**src/rtl/search_req_queue.sv**
```systemverilog
`default_nettype none
// ============================================================================
// Module      : search_req_queue
// Description : Lookup front-end for the search table. Incoming 16-bit keys
//               are buffered in a DEPTH-entry FIFO and issued one at a time
//               on the table's req/search port. The FSM waits for the table's
//               done pulse, or abandons the lookup after TIMEOUT cycles, and
//               returns key + found/result on a valid/ready response port.
// Ports       : clk, reset (async, active-low)
//               in_valid/in_key/in_ready         - key input (valid/ready)
//               tbl_req/tbl_search/tbl_rdy       - table request handshake
//               tbl_done/tbl_found/tbl_result    - table completion
//               out_valid/out_ready/out_key/out_found/out_result/out_timeout
//                                                - response (valid/ready)
//               count    - FIFO occupancy
//               timeouts - saturating count of abandoned lookups
// Revision    : 1.0 - initial release
// ============================================================================
module search_req_queue #(
    parameter int DEPTH   = 8,
    parameter int TIMEOUT = 255
) (
    input  logic                     clk,
    input  logic                     reset,
    input  logic                     in_valid,
    input  logic [15:0]              in_key,
    output logic                     in_ready,
    output logic                     tbl_req,
    output logic [15:0]              tbl_search,
    input  logic                     tbl_rdy,
    input  logic                     tbl_done,
    input  logic                     tbl_found,
    input  logic [15:0]              tbl_result,
    output logic                     out_valid,
    input  logic                     out_ready,
    output logic [15:0]              out_key,
    output logic                     out_found,
    output logic [15:0]              out_result,
    output logic                     out_timeout,
    output logic [$clog2(DEPTH):0]   count,
    output logic [7:0]               timeouts
);

    localparam int               AW         = $clog2(DEPTH);
    localparam int               CW         = AW + 1;
    localparam logic [CW-1:0]    FULL_COUNT = CW'(DEPTH);
    // The timer starts at 0 on WAIT entry, so the TIMEOUT-th WAIT cycle is
    // the one where it holds TIMEOUT-1.
    localparam logic [7:0]       TIMER_LAST = 8'(TIMEOUT - 1);

    typedef enum logic [1:0] {
        IDLE  = 2'd0,
        ISSUE = 2'd1,
        WAIT  = 2'd2,
        RESP  = 2'd3
    } state_t;

    state_t          state;
    logic [15:0]     mem [DEPTH];
    logic [AW-1:0]   wr_ptr;
    logic [AW-1:0]   rd_ptr;
    logic [7:0]      timer;

    logic            push;
    logic            done_hit;
    logic            expire;
    logic            pop;
    logic [15:0]     head_key;

    assign in_ready   = (count < FULL_COUNT);
    assign push       = in_valid && in_ready;
    assign head_key   = mem[rd_ptr];

    // done takes priority over a simultaneous timer expiry
    assign done_hit   = (state == WAIT) && tbl_done;
    assign expire     = (state == WAIT) && !tbl_done && (timer == TIMER_LAST);
    assign pop        = done_hit || expire;

    // Request is a pure decode of the state so that a reset drops it at once.
    assign tbl_req    = (state == ISSUE);
    assign tbl_search = (state == ISSUE) ? head_key : 16'h0000;

    // Key storage needs no reset: entries are only read after being written.
    always_ff @(posedge clk) begin
        if (push) begin
            mem[wr_ptr] <= in_key;
        end
    end

    always_ff @(posedge clk or negedge reset) begin
        if (!reset) begin
            state       <= IDLE;
            wr_ptr      <= '0;
            rd_ptr      <= '0;
            count       <= '0;
            timer       <= 8'd0;
            timeouts    <= 8'd0;
            out_valid   <= 1'b0;
            out_key     <= 16'h0000;
            out_found   <= 1'b0;
            out_result  <= 16'h0000;
            out_timeout <= 1'b0;
        end else begin
            if (push) begin
                wr_ptr <= wr_ptr + 1'b1;
            end
            if (pop) begin
                rd_ptr <= rd_ptr + 1'b1;
            end
            // Push and pop in the same cycle cancel out.
            count <= count + {{AW{1'b0}}, push} - {{AW{1'b0}}, pop};

            case (state)
                IDLE: begin
                    if (count != '0) begin
                        state <= ISSUE;
                    end
                end
                ISSUE: begin
                    if (tbl_rdy) begin
                        state <= WAIT;
                        timer <= 8'd0;
                    end
                end
                WAIT: begin
                    if (done_hit) begin
                        out_valid   <= 1'b1;
                        out_key     <= head_key;
                        out_found   <= tbl_found;
                        out_result  <= tbl_result;
                        out_timeout <= 1'b0;
                        state       <= RESP;
                    end else if (expire) begin
                        out_valid   <= 1'b1;
                        out_key     <= head_key;
                        out_found   <= 1'b0;
                        out_result  <= 16'h0000;
                        out_timeout <= 1'b1;
                        if (timeouts != 8'hFF) begin
                            timeouts <= timeouts + 8'd1;
                        end
                        state       <= RESP;
                    end else begin
                        timer <= timer + 8'd1;
                    end
                end
                RESP: begin
                    if (out_ready) begin
                        out_valid <= 1'b0;
                        state     <= (count != '0) ? ISSUE : IDLE;
                    end
                end
                default: state <= IDLE;
            endcase
        end
    end

endmodule
`default_nettype wire

```
**config.mk**
```make
export PLATFORM = sky130hd
export DESIGN_NAME = search_req_queue
export DESIGN_NICKNAME = d
export VERILOG_FILES = /design/src/rtl/search_req_queue.sv
export SDC_FILE = /design/constraint.sdc
export NUM_CORES = 1
export LEC_CHECK = 0
export CAP_MARGIN = 20
export CORE_UTILIZATION = 55
export DETAILED_ROUTE_END_ITERATION = 8
export MAX_ROUTING_LAYER = met4
export PLACE_DENSITY = 0.8
export SYNTH_ARGS = -nofsm -noshare
export SYNTH_HDL_FRONTEND = slang
export SYNTH_SLANG_ARGS = --single-unit
```
**constraint.sdc**
```tcl
create_clock -name clk -period 4.5 [get_ports clk]
set_input_delay 0.675 -clock clk [delete_from_list [all_inputs] [get_ports clk]]
set_output_delay 0.675 -clock clk [all_outputs]
set_load 0.01 [all_outputs]
```
==> impl_metrics.ini <==
[synthesis]
synth_enable_flop_cells = 128
synthesized_cell_area_mm2 = 0.00784
ys_dominant_reg_cell = edfxtp_1
synth.yosys.seq_area_share_pct = 69.1
synth-seq-cells = 191
synth-adder-area-share_pct = 2.33
synth_top_family_by_area = multiplexers
synth_area_in_xor_xnor_pct = 1.12
ys_warn_count = 0
post_synth_mux_area_share_pct = 11.8
synthesized_area_fraction_occupied_by_ao_oa_aoi_and_oai_cells_pct = 5.65
synth.area.top_cells = edfxtp_1, dfrtp_1, mux4_2, mux2i_1, ha_1
syn_area_per_cell_um2 = 16.5
yosysUniqueCellTypes = 54
synthDominantCellAreaShare_pct = 49.0
synthTopCellsByCount = edfxtp_1, dfrtp_1, nand2_1, mux4_2, nor2b_1
yosysMostFrequentCell = edfxtp_1
postSynth.asyncResetShare_pct = 33.0
synth_nets = 528
post_syn_instances = 475
synth_top_cell_by_area = edfxtp_1
synth_simple_gate_area_share_pct = 7.62

[sta]
final_hold_viol_count = 0
worst_slack_ps = 815
final_max_slew_viol_count = 0
relative_slew_margins_pct = 30.4
fin_setup_tns_ps = 0
finalClockSkew_ps = 7.17
finalSetupViolCount = 0
achievable-frequency_mhz = 271
rsz_0062_raised_after_global_routing = false
whs_ps = 418
post-route-min-period_ps = 3680
finalCritPeriodShare_pct = 81.9
transition_time_at_the_pin_with_the_least_slew_margin_ps = 1040

[pwr]
report.power.total_mw = 5.96
power.sequential.fraction_pct = 41.8
peakVddDrop_mv = 0.322
switching_power_mw = 1.84
clockPowerShare_pct = 24.2
power.density_cell_area_mw_per_mm2 = 617
cellLeakagePower_nw = 3.62
p_sw_share_pct = 30.8
pwr-share-comb_pct = 34.0
internal_power_mw = 4.12

[layout]
final_layout_size_suffix_gt1_share_pct = 14.8
num_antenna_cells = 0
fill_cells = 862
nNetsFinal = 641
finish.instance_area_mm2 = 0.00966
finish.cell_count_without_fillers = 781
area_growth_syn_to_layout_pct = 23.2
layout.core_utilization_pct = 69.6

[hold_path]
hold_path_class = input port to async pin

[global_route]
global_route.usage.met1_pct = 31.5
grt_start_max_net_pins = 64
busiest_layer = met2
grt_pass1_vias = 4469
grt_util_all_layers_pct = 23.7
number_of_antenna_violations_at_the_first_check_in_global_routing = 0
global_route_wire_length_before_repair_um = 24500
use_met2_pct = 36.4
gr-total-overflow = 0
globalRouteMet3Util_pct = 4.75

[place]
placement_stage_cell_area_mm2 = 0.00908
dp.cells = 748
post-dp-hpwl_um = 9980
buffer_ports.inserted = 103
replace_congestion = 0.878
place_worst_setup_slack_ps = 1270

[clock_tree]
ctsResizeCount = 0
cts_hold_buffers = 0
worst_setup_hold_path_clk_slew_ps = 70
tritoncts.num_buffers = 17
worst_skew_pair_latency_ps = 430
cts-htree-levels = 4
clk_root_buffer_cell = clkbuf_16
ctsLongestPathBuffers = 2
cts_tree = done
cts_post_setup_buffers_inserted = 0
cts.sinks = 191

[setup_path]
arrival_worst_endpoint_ps = 3010
reg2reg_from = state[0]
reg2reg_slack_ps = 1750
ff2ff_path_depth = 10
rr_endpoint = count[2]
type_of_destination_of_the_critical_path = output port
cp_max_fo = 22
setup.worst_path.class = register to output port
start_kind = register
cp-startpoint = rd_ptr[1]
crit_end = tbl_search[6]
required_time_of_the_critical_path_ps = 3830

[run_status]
run_status = completed

[floorplan]
chipWidth_um = 121
dieHeight_um = 121
row_count = 43
core_mm2 = 0.0139
initial_core_util_pct = 56.5
design.die.area_mm2 = 0.0147
io_pins = 104

[route]
wl_per_cell_um = 19.8
drt_iter0_markers = 282
drt_first_pass_iters = 4
num_vias = 4477
remaining_drcs = 0
count_of_nets_left_with_antenna_violations_after_detail_routing = 0
detail_route.wirelength_um = 15500
routed_via_density = 5.73

[flow_run]
cap_viol_max_count = 0
-- worst max-delay path, cell delays in order, from the launching register on --
cell             delay (ps)
dfrtp_2                 800
buf_4                   360
mux4_1                  590
mux2i_1                 250
nor2b_1                  80
clkdlybuf4s50_1         490
-- kinds of logic after synthesis --
kind of cell,count (synthesis)
XOR/XNOR,10
AND/OR/NAND/NOR,109
multiplexers,52
flip-flops,191
AO/OA/AOI/OAI,65
buffers and inverters,34
adder cells (fa/ha/maj),14
-- sequential cells by signal (all words and copies together) (netlist names) --
| name | cells |
|---|---|
| out_valid | 1 |
| out_key | 16 |
| out_timeout | 1 |
| rd_ptr | 3 |
| timeouts | 8 |
| out_result | 16 |
| count | 4 |
| wr_ptr | 3 |
| timer | 8 |
| out_found | 1 |
| mem | 128 |
| state | 2 |
-- final cells by class --
cell class / count / area [µm²] / share of cell area [%]
Clock buffer: 23 / 489 / 5.06
Clock inverter: 9 / 80.1 / 0.829
Inverter: 12 / 45.0 / 0.466
Multi-Input combinational cell: 250 / 2270 / 23.5
Sequential cell: 191 / 5420 / 56.1
Tap cell: 180 / 225 / 2.33
Timing Repair Buffer: 116 / 1130 / 11.7
-- worst min path at each step --
stage,slack [ps],depth (start not counted),to
after floorplan,380,0,count[0]
after global placement,470,2,out_key[15]
after detailed placement,470,2,out_timeout
after CTS,430,2,timeouts[2]
after global routing,480,2,timeouts[1]
final,420,2,timeouts[2]
-- cell usage in the layout, fill, tap and decap left out, types with 8 or more instances in the layout --
master	n
a21oi_1	8
a22o_1	17
buf_4	12
clkbuf_16	18
clkdlybuf4s50_1	102
dfrtp_1	62
edfxtp_1	128
ha_1	13
inv_1	12
mux2i_1	17
mux4_2	31
nand2_1	38
nand3_1	8
nor2_1	8
nor2b_1	18
o21ai_0	9
o21ai_1	14
-- power groups by stage --
stage / Clock (mW) / Sequential, mW / Combinational [mW]
detailed placement: 0 / 2.55 / 1.99
CTS: 1.46 / 2.52 / 2.01
global route: 1.52 / 2.54 / 2.21
finish: 1.44 / 2.49 / 2.03
floorplan: 0 / 2.46 / 1.21
global placement: 0 / 2.52 / 1.94
-- layer usage --
metal / vias up / share of wire [%]
met5: - / 0
met2: 175 / 49
met4: 0 / 1.7
li1: 2055 / -
met3: 19 / 6.1
met1: 2228 / 43
Note: power is estimated with default switching activity, not from simulation.
